<file path="config.mk">
export PLATFORM = sky130hd
export DESIGN_NAME = ibutterfly_pipe
export DESIGN_NICKNAME = d
export VERILOG_FILES = /design/src/rtl/fft_pkg.sv /design/src/rtl/ibutterfly_pipe_cmul_conj.sv /design/src/rtl/ibutterfly_pipe.sv
export SDC_FILE = /design/constraint.sdc
export NUM_CORES = 2
export LEC_CHECK = 0
export ABC_CLOCK_PERIOD_IN_PS = 10600
export BUFFER_PORTS_ARGS = -buffer_cell sky130_fd_sc_hd__buf_2
export CORE_MARGIN = 2
export CORE_UTILIZATION = 25
export DETAILED_ROUTE_END_ITERATION = 12
export GPL_TIMING_DRIVEN = 0
export PLACE_DENSITY_LB_ADDON = 0.25
export SLEW_MARGIN = 25
export SYNTH_ARGS = -nofsm -noshare
export SYNTH_HDL_FRONTEND = slang
export SYNTH_SLANG_ARGS = --single-unit
</file>
<file path="constraint.sdc">
create_clock -name clk -period 10.6 [get_ports clk]
set_input_delay 2.65 -clock clk [delete_from_list [all_inputs] [get_ports clk]]
set_output_delay 2.65 -clock clk [all_outputs]
set_load 0.03 [all_outputs]
</file>
<file path="src/rtl/fft_pkg.sv">
// Shared types and helpers for the FFT datapath.
// Packed complex words carry {re, im} as two signed halves.
package fft_pkg;

  localparam int H = 16;
  localparam int TW_FRAC_DEF = 14;
  localparam int TW_ONE = 1 << TW_FRAC_DEF;

  typedef logic [2*H-1:0] cplx_t;
  typedef logic signed [H-1:0] comp_t;

  function automatic comp_t re(input cplx_t x);
    return x[2*H-1:H];
  endfunction

  function automatic comp_t im(input cplx_t x);
    return x[H-1:0];
  endfunction

  function automatic cplx_t pack(input comp_t r, input comp_t i);
    return {r, i};
  endfunction

  localparam logic signed [2*H+1:0] SAT_HI =
    {{(H+3){1'b0}}, {(H-1){1'b1}}};
  localparam logic signed [2*H+1:0] SAT_LO =
    {{(H+3){1'b1}}, {(H-1){1'b0}}};

  // MSB of the result flags that clipping happened
  function automatic logic [H:0] sat_h(
    input logic signed [2*H+1:0] x
  );
    logic [H:0] r;
    if (x > SAT_HI) r = {1'b1, SAT_HI[H-1:0]};
    else if (x < SAT_LO) r = {1'b1, SAT_LO[H-1:0]};
    else r = {1'b0, x[H-1:0]};
    return r;
  endfunction

endpackage

</file>
<file path="src/rtl/ibutterfly_pipe_cmul_conj.sv">
// Registered multiply by conj(W): full-precision products,
// then round-half-up and saturate into the output register.
module cmul_conj
  import fft_pkg::*;
#(
  parameter int TW_FRAC = TW_FRAC_DEF
) (
  input  logic              clk,
  input  logic              rst_n,
  input  logic              en,
  input  logic              ld,
  input  logic signed [H:0] d_re,
  input  logic signed [H:0] d_im,
  input  cplx_t             w,
  output cplx_t             b,
  output logic              ovf
);

  localparam int PW = 2*H+2;
  localparam logic signed [PW-1:0] RND =
    PW'(1) << (TW_FRAC-1);

  logic signed [PW-1:0] pr_q, pr_d;
  logic signed [PW-1:0] pi_q, pi_d;
  cplx_t                b_q, b_d;
  logic                 ovf_q, ovf_d;

  comp_t                wr, wi;
  logic signed [PW-1:0] xr, xi;
  logic [H:0]           sr, si;

  always_comb begin
    wr = re(w);
    wi = im(w);
    pr_d = pr_q;
    pi_d = pi_q;
    b_d = b_q;
    ovf_d = ovf_q;
    if (en) begin
      pr_d = d_re * wr + d_im * wi;
      pi_d = d_im * wr - d_re * wi;
    end
    xr = (pr_q + RND) >>> TW_FRAC;
    xi = (pi_q + RND) >>> TW_FRAC;
    sr = sat_h(xr);
    si = sat_h(xi);
    if (ld) begin
      b_d = pack(sr[H-1:0], si[H-1:0]);
      ovf_d = sr[H] | si[H];
    end
  end

  always_ff @(posedge clk or negedge rst_n) begin
    if (!rst_n) begin
      pr_q <= '0;
      pi_q <= '0;
      b_q <= '0;
      ovf_q <= 1'b0;
    end else begin
      pr_q <= pr_d;
      pi_q <= pi_d;
      b_q <= b_d;
      ovf_q <= ovf_d;
    end
  end

  assign b = b_q;
  assign ovf = ovf_q;

endmodule

</file>
<file path="src/rtl/ibutterfly_pipe.sv">
// Pipelined radix-2 inverse butterfly: A = (P+M)/2,
// B = conj(W)*(P-M)/2, three stages, global stall enable.
module ibutterfly_pipe
  import fft_pkg::*;
#(
  parameter int WIDTH = 2*H,
  parameter int TW_FRAC = TW_FRAC_DEF
) (
  input  logic             clk,
  input  logic             rst_n,
  input  logic             in_valid,
  output logic             in_ready,
  input  logic [WIDTH-1:0] p_in,
  input  logic [WIDTH-1:0] m_in,
  input  logic [WIDTH-1:0] w_in,
  output logic             out_valid,
  input  logic             out_ready,
  output logic [WIDTH-1:0] a_out,
  output logic [WIDTH-1:0] b_out,
  output logic             ovf
);

  logic en, ld3;
  comp_t pr, pi, mr, mi;

  logic v1_q, v1_d, v2_q, v2_d, ov_q, ov_d;
  logic signed [H:0] sr_q, sr_d, si_q, si_d;
  logic signed [H:0] dr_q, dr_d, di_q, di_d;
  cplx_t w1_q, w1_d;
  comp_t a2r_q, a2r_d, a2i_q, a2i_d;
  cplx_t ao_q, ao_d;

  logic signed [H:0] d_re, d_im;

  always_comb begin
    en = !ov_q || out_ready;
    ld3 = en && v2_q;
    pr = re(p_in);
    pi = im(p_in);
    mr = re(m_in);
    mi = im(m_in);
    v1_d = v1_q;
    v2_d = v2_q;
    ov_d = ov_q;
    sr_d = sr_q;
    si_d = si_q;
    dr_d = dr_q;
    di_d = di_q;
    w1_d = w1_q;
    a2r_d = a2r_q;
    a2i_d = a2i_q;
    ao_d = ao_q;
    if (en) begin
      v1_d = in_valid;
      sr_d = {pr[H-1], pr} + {mr[H-1], mr};
      si_d = {pi[H-1], pi} + {mi[H-1], mi};
      dr_d = {pr[H-1], pr} - {mr[H-1], mr};
      di_d = {pi[H-1], pi} - {mi[H-1], mi};
      w1_d = w_in;
      v2_d = v1_q;
      a2r_d = comp_t'(sr_q >>> 1);
      a2i_d = comp_t'(si_q >>> 1);
      ov_d = v2_q;
    end
    // bubbles leave the last result on the outputs
    if (ld3) ao_d = pack(a2r_q, a2i_q);
    d_re = dr_q >>> 1;
    d_im = di_q >>> 1;
  end

  always_ff @(posedge clk or negedge rst_n) begin
    if (!rst_n) begin
      v1_q <= 1'b0;
      v2_q <= 1'b0;
      ov_q <= 1'b0;
      sr_q <= '0;
      si_q <= '0;
      dr_q <= '0;
      di_q <= '0;
      w1_q <= '0;
      a2r_q <= '0;
      a2i_q <= '0;
      ao_q <= '0;
    end else begin
      v1_q <= v1_d;
      v2_q <= v2_d;
      ov_q <= ov_d;
      sr_q <= sr_d;
      si_q <= si_d;
      dr_q <= dr_d;
      di_q <= di_d;
      w1_q <= w1_d;
      a2r_q <= a2r_d;
      a2i_q <= a2i_d;
      ao_q <= ao_d;
    end
  end

  cmul_conj #(
    .TW_FRAC(TW_FRAC)
  ) u_cmul (
    .clk  (clk),
    .rst_n(rst_n),
    .en   (en),
    .ld   (ld3),
    .d_re (d_re),
    .d_im (d_im),
    .w    (w1_q),
    .b    (b_out),
    .ovf  (ovf)
  );

  assign in_ready = en && rst_n;
  assign out_valid = ov_q;
  assign a_out = ao_q;

endmodule

</file>
# Word-level counts from Yosys, hierarchy flattened
# Index checks and enable logic that the tools add are counted.
# op_classes
mux,4
bitwise_logic,1
shifts,0
n_lt_le_gt_ge,4
n_eq_ne,0
reduce_logical,4
n_addsub,8
n_div,0
mul,4
# op_table
operator,n
16-bit by 16-bit multiplier with 32-bit output,4
34-bit by 15-bit adder with 34-bit output (second input constant),2
17-bit two-way mux,4
20-bit by 16-bit > comparator with 1-bit output (second input constant),2
20-bit by 16-bit < comparator with 1-bit output (second input constant),2
16-bit by 16-bit adder with 17-bit output,2
34-bit adder,1
16-bit by 16-bit subtractor with 17-bit output,2
34-bit subtractor,1
1-bit logical AND,2
1-bit logical NOT,1
1-bit logical OR,1
1-bit bitwise OR,1
# word_totals
mem_bits_ro,0
latch_bits,0
n_memories,0
output_inout_bits,67
regBits,268
in_bits,100
mem_bits_rw,0

# Depth between registers and ports, before layout
# logic_depth
ltp_word,5
ltp_mapped,34
mapped_depth_nobuf,33

# By module
# A second synthesis with hierarchy kept.
# hier_totals
hier_cells,5784
hier_area_um2,54334.6
# modules_own_cells
module,area_each_um2,n_inst,cells_per_inst
cmul_conj,45035.7,1,4742
ibutterfly_pipe,9298.9,1,1042

# Worst setup path after synthesis
# OpenSTA, ideal clock, no wires.
# synth_path
path_type,reg2reg
start,register w1_q[17]
end,register u_cmul.pi_q[30]
stages_incl_launch_ff,31
t_required_ns,10.464
setup_time_ns,0.136
arrival_ns,7.402
slack_ns,3.062
path_cell_list,dfrtp_1 -> clkbuf_1 -> nand2_1 -> fa_1 -> fa_1 -> fa_1 -> inv_1 -> fa_1 -> fa_1 -> inv_1 -> fa_1 -> inv_1 -> ha_1 -> and3_1 -> and3_1 -> a211oi_1 -> o21ai_1 -> a221o_1 -> o21a_1 -> nor2_1 -> xnor2_1 -> ha_1 -> a21o_1 -> a21o_1 -> a21oi_1 -> o21ai_0 -> or3_1 -> o21ai_1 -> o21bai_1 -> a2111oi_0 -> nor3_1
# synth_via
elab_chain_len,2
# synth_lines
item,line,source
"start, declared",ibutterfly_pipe.sv:29,"cplx_t w1_q, w1_d;"
"start signal, assigned",ibutterfly_pipe.sv:92,w1_q <= w1_d;
16-bit by 16-bit multiplier with 32-bit output,ibutterfly_pipe_cmul_conj.sv:41,pi_d = d_im * wr - d_re * wi;
34-bit subtractor,ibutterfly_pipe_cmul_conj.sv:41,
"end signal, assigned",ibutterfly_pipe_cmul_conj.sv:61,pi_q <= pi_d;
"end, declared",ibutterfly_pipe_cmul_conj.sv:24,"logic signed [PW-1:0] pi_q, pi_d;"
# Every way passes these cells.
# A chain may end at the register's enable or synchronous reset.

# Final worst setup path
# layout_path
start,register w1_q[6]
end,register u_cmul.pr_q[32]
# layout_via
elab_chain_len,2
# layout_lines
item,line,source
16-bit by 16-bit multiplier with 32-bit output,ibutterfly_pipe_cmul_conj.sv:40,pr_d = d_re * wr + d_im * wi;
34-bit adder,ibutterfly_pipe_cmul_conj.sv:40,
"end signal, assigned",ibutterfly_pipe_cmul_conj.sv:60,pr_q <= pr_d;
"end, declared",ibutterfly_pipe_cmul_conj.sv:23,"logic signed [PW-1:0] pr_q, pr_d;"
# Every way passes these cells.

==> results.md <==
Route:
- The first-iteration detailed-routing DRC count is 3444.
- The detail-routed via count per cell is 4.633.
- After detailed routing, the average wire length per cell comes to 22.19 um.
- The remaining antenna violation count is 0.
- The count of unresolved DRC violations after routing is 0.
- The first-pass detailed-route iteration total is 6.
- The routed via count is 41910.
- The total routed wirelength is 200.7 mm.

Yosys:
- The sequential-to-total area share from yosys stat is 11.08%.
- Yosys attributes the largest share of cell area to fa_1 (39%), dfrtp_1 (11%), ha_1 (11%).
- The cell area after synthesis is 0.05377 mm2.
- Yosys mapped a number of flops with a built-in enable equal to 0.
- The count of different cell masters after synthesis is 93.
- The fraction of synthesis flops using an asynchronous set or reset pin is 100.0%.
- The portion of synthesized cell area occupied by the leading cell type is 39.17%.
- The synthesized area divided by synthesized cell count is 9.012 um2.
- The cell count after synthesis came out at 5966.
- Counting instances in the post-synthesis netlist gives the leading cell types as inv_1 (1268), fa_1 (1052), nand2_1 (850).
- The cell accounting for the most synthesized area is fa_1.
- The Yosys step of the flow raised 0 warnings.
- inv_1 is the most common cell in the netlist.
- Synthesis inferred 238 register bits.
- Synthesis produced a netlist with a net count of 7570.
- In the synthesized netlist the dominant register cell turns out to be dfrtp_1.

Cells and area:
- In the final layout, the share of cells above drive strength 1 is 6.323%.
- Excluding fillers, the count of instances in the completed layout stands at 9046.
- The design area is 0.05956 mm2.
- At the end of the flow, the number of nets in the layout was 7780.
- The layout overhead on the synthesized area is 10.78%.

STA:
- The headroom to the max-slew limit is 20.25%.
- The worst hold margin is 0.4639 ns.
- Between clock sinks in the finished design, the worst skew comes to 0.04685 ns.
- At the pin with the least slew margin, the transition time is 1.196 ns.
- In the finished design, the share of the clock period the worst path needs comes to 96.31%.
- The max-slew violation total from the final report is 0.
- The maximum achievable frequency is 0.09795 GHz.
- The clock period minus final worst setup slack is 10.21 ns.
- The final setup violation count is 0.
- Setup repair after global routing left no endpoint under its margin.
- The count of endpoints failing hold in the final timing report came to 0.
- In the final timing run, aggregate negative setup slack is 0 ns.

Place:
- The placer's final routability congestion estimate is 0.9597.
- In this run, placement finished with an instance count of 8973.
- After detailed placement, the total cell area comes to 0.05831 mm2.
- Detailed placement ended at an HPWL of 165.2 mm.
- Buffers placed on the I/O ports in this run total 166.

Worst setup path:
- The largest fanout on the critical path is 10.
- The master of the slowest instance on the critical path is clkbuf_1.
- The nature of the critical path startpoint is a flip-flop.
- For this run, the slowest stage of the critical path takes 0.90 ns.
- Together, buffers and inverters on the worst path number 3.
- The category of the most critical setup path is flip-flop to flip-flop.
- The critical path required time is 11.08 ns.
- Data on the critical path arrives at its endpoint at 10.69 ns.
- The element type at the critical path end is a flip-flop.
- The kind of cell adding the most delay to the critical path is adder cells.
- The critical path's most frequent cell is fa_1.

Global routing:
- Global routing finished with a remaining overflow of 0.
- The global-route usage over all layers is 18.67%.
- The global-route wire length before repair is 297.0 mm.
- The largest net degree at the start of global routing is 75.
- The number of global-route vias before repair is 43330.
- The initial antenna violation count came to 25.

Floorplanning:
- In this run the count of I/O pins placed on the die edge is 167.
- The number of placement rows is 170.
- The floorplan step defined a die boundary enclosing 0.2188 mm2.
- In this run the horizontal extent of the chip is 467.8 um.
- The core region area is 0.2142 mm2.
- For this configuration, the core starts out at a cell density of 25.10%.
- The chip height is 467.8 um.

Clock network:
- The root buffer cell is clkbuf_16.
- The number of hold buffers added after CTS is 0.
- After clock tree synthesis, the clock-pin slew on the worst setup and hold paths is 0.06 ns.
- The maximum number of buffers from clock root to sink is 3.
- CTS built an H-tree with a depth of 2.
- The total clock sinks is 238.
- The insertion delay to the later sink of the worst-skew pair is 0.63 ns.
- TritonCTS built the clock tree.
- The CTS buffer count is 37.

Job:
- The number of maximum-capacitance constraint violations is 0.

Run status:
- The run finished with clean final reports.

Hold path:
- The path class of the lowest-slack min-delay path is flip-flop to flip-flop.
[registers in the layout (all words and copies together), names as in the netlist, 21 cells and up]
| register | count |
|---|---|
| w1_q | 32 |
| u_cmul.pi_q | 21 |
| u_cmul.b | 32 |
| a_out | 32 |
| u_cmul.pr_q | 21 |
[metal layers]
layer	routed length (um)	vias to the layer above	GRT usage [%]
met1	91250	21620	26.95
met2	85570	1527	27.89
met3	17510	209	4.163
li1	-	18550	-
met4	6382	4	4.980
met5	26	-	0
[metrics by stage]
stage          utilization, %  worst slack (ns)
5_1_grt                 27.80            0.1746
2_1_floorplan               -             3.062
4_1_cts                 27.78            0.5672
3_5_place_dp            27.22            0.5753
6_report                27.81            0.3911
3_3_place_gp            27.15           0.05008
[cells by family (layout without fill, tap and decap cells)]
family	after synthesis	after routing	synth area share [%]
simple gates	1761	1761	15.69
xor+xnor	240	240	3.923
mux	51	51	1.063
buf+inv	1526	1760	10.70
flops	238	238	11.08
fa+ha+maj	1504	1504	49.69
compound gates	646	646	7.863
other cells	0	8	0
[area by class of cell]
type | count | area (um2)
clock buffer | 48 | 1028
timing repair buffer | 171 | 942.2
multi-input combinational | 4202 | 42070
fill | 23140 | 154600
inverter | 1268 | 4760
antenna | 8 | 20.02
tap | 2838 | 3551
sequential | 238 | 5956
clock inverter | 15 | 166.4
buffer | 258 | 1070
[worst register-to-register path: cells and delay by family (launching register included)]
kind            cells  cell delay, ns
simple gates        5            1.10
fa+ha+maj           8            3.57
buf+inv             3            1.06
flops               1            0.84
compound gates     10            3.26
xor+xnor            1            0.24
[path summary, 6_finish.rpt]
path	from	end	slack, ns	cells past startpoint
setup / recovery	w1_q[6]	u_cmul.pr_q[32]	0.39	27
hold / removal	a2i_q[4]	a2i_q[4]	0.46	2
setup reg to reg	w1_q[6]	u_cmul.pr_q[32]	0.39	27
hold reg to reg	a2i_q[4]	a2i_q[4]	0.46	2
max in group asynchronous	rst_n	u_cmul.pi_q[20]	7.51	3
min in group asynchronous	rst_n	a_out[6]	1.93	1
[layout by cell type (no fill, tap or decap), types with 178 or more instances in the layout]
master and count:
inv_1 1268, fa_1 1052, nand2_1 850, and2_1 453
ha_1 452, dfrtp_1 238, nor2_1 190, xnor2_1 184
clkbuf_1 183, a21oi_1 182, buf_2 178
[what timing repair did]
item / in CTS / in global routing
buffers inserted: 0 / 0
setup endpoints to repair: 0 / 3
resized for setup: 0 / 3
Power is left out: the tool's default activity adds up to more than one toggle a clock period on the data nets, which glitch-free logic cannot reach.
